## config.mk

```make
export PLATFORM = sky130hd
export DESIGN_NAME = db_tupu_ram_sp_ctrl
export DESIGN_NICKNAME = d
export VERILOG_FILES = /design/src/rtl/db_tupu_ram_sp_ctrl.sv
export SDC_FILE = /design/constraint.sdc
export NUM_CORES = 2
export LEC_CHECK = 0
export BUFFER_PORTS_ARGS = -buffer_cell sky130_fd_sc_hd__buf_4
export CORE_MARGIN = 2
export CORE_UTILIZATION = 55
export CTS_CLUSTER_DIAMETER = 30
export CTS_CLUSTER_SIZE = 25
export DETAILED_ROUTE_END_ITERATION = 6
export PLACE_DENSITY = 0.71
export REMOVE_ABC_BUFFERS = 1
export SKIP_LAST_GASP = 1
export SLEW_MARGIN = 0
export SYNTH_ARGS = -nofsm -noshare
export SYNTH_HDL_FRONTEND = slang
export SYNTH_SLANG_ARGS = --single-unit
```

## constraint.sdc

```tcl
create_clock -name clk -period 11 [get_ports clk]
set_input_delay 2.2 -clock clk [delete_from_list [all_inputs] [get_ports clk]]
set_output_delay 2.2 -clock clk [all_outputs]
set_load 0.02 [all_outputs]
```

## src/rtl/db_tupu_ram_sp_ctrl.sv

```systemverilog
`default_nettype none
// ============================================================================
// Module   : db_tupu_ram_sp_ctrl
// Brief    : Parametrised single-port TU/PU info RAM controller for deblocking.
//            Self-clearing sweep after reset or on request, bit-masked partial
//            writes via internal read-modify-write, ready/valid client side.
// Revision : 1.0 - initial release
// ============================================================================
module db_tupu_ram_sp_ctrl #(
    parameter int              DW      = 32,
    parameter int              AW      = 6,
    parameter logic [DW-1:0]   CLR_VAL = {DW{1'b0}}
) (
    input  logic            clk,
    input  logic            rst_n,
    input  logic            clr_i,
    output logic            clr_busy_o,
    output logic            rdy_o,
    input  logic            cen_i,
    input  logic            wen_i,
    input  logic [AW-1:0]   adr_i,
    input  logic [DW-1:0]   msk_i,
    input  logic [DW-1:0]   wr_dat_i,
    output logic [DW-1:0]   rd_dat_o,
    output logic            rd_vld_o
);

    localparam int         c_DEPTH     = 1 << AW;

    localparam logic [1:0] c_ST_CLEAR  = 2'd0;
    localparam logic [1:0] c_ST_IDLE   = 2'd1;
    localparam logic [1:0] c_ST_RMW_WR = 2'd2;

    // ------------------------------------------------------------------------
    // State and datapath registers
    // ------------------------------------------------------------------------
    logic [1:0]     r_state;
    logic [1:0]     w_state_nxt;

    logic [AW-1:0]  r_clr_cnt;

    // Partial-write context captured when the RMW read is issued
    logic [AW-1:0]  r_rmw_adr;
    logic [DW-1:0]  r_rmw_dat;
    logic [DW-1:0]  r_rmw_msk;
    logic [DW-1:0]  r_rmw_word;

    // Storage array; contents are only defined after a completed clear sweep
    logic [DW-1:0]  r_mem [c_DEPTH];

    logic [DW-1:0]  r_rd_dat;
    logic           r_rd_vld;

    // ------------------------------------------------------------------------
    // Client-side decode
    // ------------------------------------------------------------------------
    logic           w_rdy;
    logic           w_acc;
    logic           w_acc_rd;
    logic           w_acc_wr_full;
    logic           w_acc_wr_part;
    logic           w_msk_full;
    logic           w_clr_last;
    logic [DW-1:0]  w_rmw_merge;

    // Single array port controls, driven by the output process
    logic           w_mem_we;
    logic [AW-1:0]  w_mem_adr;
    logic [DW-1:0]  w_mem_wdat;
    logic           w_clr_busy;

    // A clear request in IDLE wins over any access presented in the same cycle
    assign w_rdy         = (r_state == c_ST_IDLE) && !clr_i;
    assign w_acc         = !cen_i && w_rdy;
    assign w_msk_full    = &msk_i;
    assign w_acc_rd      = w_acc &&  wen_i;
    assign w_acc_wr_full = w_acc && !wen_i &&  w_msk_full;
    // An all-zero mask still goes through the RMW path and rewrites old data
    assign w_acc_wr_part = w_acc && !wen_i && !w_msk_full;

    assign w_clr_last    = &r_clr_cnt;

    // Keep stored bits where the mask is 0, take new data where it is 1
    assign w_rmw_merge   = (r_rmw_word & ~r_rmw_msk) | (r_rmw_dat & r_rmw_msk);

    // ------------------------------------------------------------------------
    // FSM: state register
    // ------------------------------------------------------------------------
    // Reset drops any in-flight RMW and restarts the clear sweep
    always_ff @(posedge clk or negedge rst_n) begin
        if (!rst_n) begin
            r_state <= c_ST_CLEAR;
        end else begin
            r_state <= w_state_nxt;
        end
    end

    // ------------------------------------------------------------------------
    // FSM: next-state logic
    // ------------------------------------------------------------------------
    // Sweep ends after the last address; partial writes take one extra cycle
    always_comb begin
        w_state_nxt = r_state;
        case (r_state)
            c_ST_CLEAR: begin
                if (w_clr_last) begin
                    w_state_nxt = c_ST_IDLE;
                end
            end
            c_ST_IDLE: begin
                if (clr_i) begin
                    w_state_nxt = c_ST_CLEAR;
                end else if (w_acc_wr_part) begin
                    w_state_nxt = c_ST_RMW_WR;
                end
            end
            c_ST_RMW_WR: begin
                // clr_i is deliberately not looked at here; IDLE re-samples it
                w_state_nxt = c_ST_IDLE;
            end
            default: begin
                w_state_nxt = c_ST_CLEAR;
            end
        endcase
    end

    // ------------------------------------------------------------------------
    // FSM: output logic (array write port and status)
    // ------------------------------------------------------------------------
    // Select who owns the single array write port in each state
    always_comb begin
        w_clr_busy = 1'b0;
        w_mem_we   = 1'b0;
        w_mem_adr  = adr_i;
        w_mem_wdat = wr_dat_i;
        case (r_state)
            c_ST_CLEAR: begin
                w_clr_busy = 1'b1;
                w_mem_we   = 1'b1;
                w_mem_adr  = r_clr_cnt;
                w_mem_wdat = CLR_VAL;
            end
            c_ST_IDLE: begin
                w_mem_we   = w_acc_wr_full;
            end
            c_ST_RMW_WR: begin
                w_mem_we   = 1'b1;
                w_mem_adr  = r_rmw_adr;
                w_mem_wdat = w_rmw_merge;
            end
            default: begin
                w_clr_busy = 1'b0;
            end
        endcase
    end

    // ------------------------------------------------------------------------
    // Clear sweep address counter
    // ------------------------------------------------------------------------
    // Walks every address once; wraps to zero as the sweep completes
    always_ff @(posedge clk or negedge rst_n) begin
        if (!rst_n) begin
            r_clr_cnt <= '0;
        end else if (r_state == c_ST_CLEAR) begin
            r_clr_cnt <= r_clr_cnt + AW'(1);
        end else if ((r_state == c_ST_IDLE) && clr_i) begin
            r_clr_cnt <= '0;
        end
    end

    // ------------------------------------------------------------------------
    // Partial-write context capture (RMW read happens here)
    // ------------------------------------------------------------------------
    // Latch address, data, mask and the old word for the merge cycle
    always_ff @(posedge clk or negedge rst_n) begin
        if (!rst_n) begin
            r_rmw_adr  <= '0;
            r_rmw_dat  <= '0;
            r_rmw_msk  <= '0;
            r_rmw_word <= '0;
        end else if (w_acc_wr_part) begin
            r_rmw_adr  <= adr_i;
            r_rmw_dat  <= wr_dat_i;
            r_rmw_msk  <= msk_i;
            r_rmw_word <= r_mem[adr_i];
        end
    end

    // ------------------------------------------------------------------------
    // Client read path
    // ------------------------------------------------------------------------
    // Registered read data holds until the next accepted client read
    always_ff @(posedge clk or negedge rst_n) begin
        if (!rst_n) begin
            r_rd_dat <= '0;
            r_rd_vld <= 1'b0;
        end else begin
            r_rd_vld <= w_acc_rd;
            if (w_acc_rd) begin
                r_rd_dat <= r_mem[adr_i];
            end
        end
    end

    // ------------------------------------------------------------------------
    // Storage array write port
    // ------------------------------------------------------------------------
    // Behavioural single-port storage; no reset, the sweep defines contents
    always_ff @(posedge clk) begin
        if (w_mem_we) begin
            r_mem[w_mem_adr] <= w_mem_wdat;
        end
    end

    assign rdy_o      = w_rdy;
    assign clr_busy_o = w_clr_busy;
    assign rd_dat_o   = r_rd_dat;
    assign rd_vld_o   = r_rd_vld;

endmodule

`default_nettype wire

```

==> flow_metrics.py <==
metrics = {
    "synth": {
        "synth_top_cell_area_share_pct": 72.6,
        "syn_inst": 4216,
        "synth_top_family_by_area": "multiplexers",
        "synthArstFlopShare_pct": 6.53,
        "synth_edf_count": 2048,
        "syn-mean-instance-area_um2": 20.1,
        "synth_compound_area_share_pct": 3.69,
        "ys.flop_type": "edfxtp_1",
        "synth_xor_area_share_pct": 0.0103,
        "synthAdderAreaFrac_pct": 0.0148,
        "synth_cell_types": 59,
        "yosys-top-cells-area": "edfxtp_1 (73%), mux4_2 (10%), dfrtp_1 (4.2%)",
        "ys_seq_elements": 2191,
        "synthSimpleGateAreaFrac_pct": 2.95,
        "yosysMostFrequentCell": "edfxtp_1",
        "synthMuxAreaShare_pct": 14.8,
        "synth_commonest_cells": "edfxtp_1 (2048), mux4_2 (389), nand2_1 (377)",
        "synth_warnings": 0,
        "syn_area_um2": 84700,
        "yosys.area.top_type": "edfxtp_1",
        "ys_seq_area_share_pct": 76.8,
    },
    "global_route": {
        "grt_overflow": 0,
        "grt_max_degree": 139,
        "antenna_found_initial": 5,
        "grt_pass1_wl_um": 332000,
        "grt_pass1_vias": 45000,
        "grt_use_total_pct": 29.8,
    },
    "floorplanning": {
        "start_util_pct": 55.2,
        "ios": 110,
        "die_y_um": 396,
        "core_area_um2": 154000,
        "dieArea_um2": 157000,
        "rows": 144,
        "dieWidth_um": 396,
    },
    "setup_path": {
        "end_kind": "flip-flop",
        "start_kind": "input port",
        "criticalPathCategory": "input port to flip-flop",
        "reg2reg_slack_ns": 5.97,
        "worstPathMaxFanout": 32,
        "arrival_ns": 6.22,
        "worstPathRequired_ns": 11.54,
    },
    "route": {
        "drt-wirelength-per-cell_um": 33.6,
        "drc": 2,
        "wl_met1_um": 89900,
        "dr_wl_met3_um": 29900,
        "dr_wl_met2_um": 106000,
        "drt_pass1_iterations": 7,
        "drt-initial-drc-count": 6956,
        "viasPerCell": 6.56,
        "num_vias": 45700,
        "highest_layer": "met4",
        "routed_wl_um": 234000,
        "ant_nets": 0,
    },
    "clocking": {
        "cts_hold_buffers": 0,
        "post_cts_buffers": 0,
        "cts_buffer_depth": 4,
        "cts-root-buf": "clkbuf_16",
        "post_cts_resized": 0,
        "cts_tree": "built",
        "clock_latency_ns": 0.95,
        "cts_made_buffers": 400,
        "cts.sinks": 2191,
        "clk_pin_slew_ns": 0.04,
        "htree_levels": 5,
    },
    "placement": {
        "hpwl_um": 126000,
        "gp_congestion": 0.889,
        "place_inst": 6240,
        "io_buffers": 109,
    },
    "power": {
        "peakVddDrop_uv": 163,
        "power.leakage_nw": 35.1,
        "p_per_area_nw_per_um2": 238,
        "finalPower_mw": 24.2,
    },
    "timing": {
        "period_needed_ns": 5.68,
        "finalSetupViolations": 0,
        "fin_crit_sh_pct": 51.7,
        "fmaxAchievable_mhz": 176,
        "setup-tns-final_ns": 0,
        "rsz0062_at_grt": "false",
        "worst_slew_pin_slew_ns": 1.25,
        "hold_violations": 0,
        "final_max_slew_viol_count": 0,
        "relSlewSlack_pct": 16.3,
        "clock_skew_ns": 0.0729,
    },
    "cells_and_area": {
        "nNetsFinal": 4674,
        "post-route-util_pct": 66.1,
        "fin_cells": 6961,
        "fillers": 9483,
        "layout-drive-gt1-share_pct": 27.7,
        "syn2layout_area_growth_pct": 19.8,
    },
    "status": {
        "violations": "DRC",
        "outcome": "finished, violations left",
    },
    "hold_path": {
        "hold_class": "flip-flop to flip-flop",
    },
    "job": {
        "maxCapViolations": 0,
    },
}
[logic make-up (layout without fill, tap and decap cells)]
family                     Yosys count  count (layout)
AOI/OAI and AO/OA                  465             465
DFF                               2191            2191
adders and majority gates            1               1
and+or+nand+nor                    569             569
xor gates and xnor gates             1               1
other                                0               3
muxes                              750             750
buffers and inverters              239             937
[stage by stage]
step	hold slack, ns	setup WS (ns)	cell area (um2)
2_1_floorplan	0.445	1.13	83300
3_3_place_gp	0.457	4.49	88400
3_5_place_dp	0.462	4.41	88400
4_1_cts	0.473	5.38	102000
5_1_grt	0.495	5.26	102000
6_report	0.471	5.32	102000
[cell type report]
class	count	area [um2]	area share, %
sequential	2191	65100	64.1
multi-input combinational	1786	19100	18.8
clock buffer	460	10400	10.2
clock inverter	258	2720	2.68
tap	2044	2560	2.52
timing repair buffer	213	1700	1.67
inverter	6	22.5	0.0222
antenna	3	7.51	0.00739
[placed cells by master (no fill, tap or decap), types with 8 or more instances in the layout]
cell	count
o21ai_0	26
clkinvlp_4	37
dfrtp_1	142
clkinv_2	64
nor2_1	19
nor2_4	65
nand2_1	377
nand4_1	14
a21oi_1	54
clkbuf_16	405
buf_4	203
mux4_1	8
a22o_1	12
mux4_2	389
clkinv_1	46
clkbuf_1	51
inv_6	26
a31oi_1	8
mux2_2	8
edfxtp_1	2048
nand3_1	23
o31ai_1	52
bufinv_16	44
mux2i_1	345
clkinv_4	34
o22ai_1	104
or4_4	20
a211oi_1	25
a22oi_1	115
o21ai_4	32
[worst max-delay path, cell delays in order]
cell     delay [ns]
buf_4          0.09
nand4_1        0.44
or4_1          0.69
o31ai_4        0.65
nand3_1        0.92
nor2_4         1.19
[registers in the layout (all words and copies together) (netlist names)]
signal / count
r_state: 2
rd_dat_o: 32
r_mem: 2048
r_rmw_word: 32
r_rmw_dat: 32
rd_vld_o: 1
r_rmw_adr: 6
r_rmw_msk: 32
r_clr_cnt: 6
[where the power goes]
group          total, mW  leakage (nW)  switching [mW]  internal, mW
Combinational       2.04          7.81            1.43         0.611
Sequential          10.2          20.9           0.342          9.87
Clock               11.9          6.34            4.12          7.79
Total               24.2          35.1            5.89          18.3
[metal layers]
metal  global-route usage [%]  vias to the layer above
met5                        0                        -
met4                     10.4                        0
met3                     8.41                      401
met2                     43.8                     3234
met1                     43.3                    23900
li1                         -                    18200
[worst paths after layout]
check / start / to / cells after the start
setup / recovery: msk_i[23] / r_mem[33][18] / 6
min in group asynchronous: rst_n / r_rmw_dat[9] / 1
hold / removal: r_rmw_dat[10] / r_rmw_dat[10] / 2
max in group asynchronous: rst_n / rd_dat_o[13] / 2
hold reg to reg: r_rmw_dat[10] / r_rmw_dat[10] / 2
setup reg to reg: r_state[0] / r_mem[33][18] / 6
Note: power is estimated with default switching activity, not from simulation.
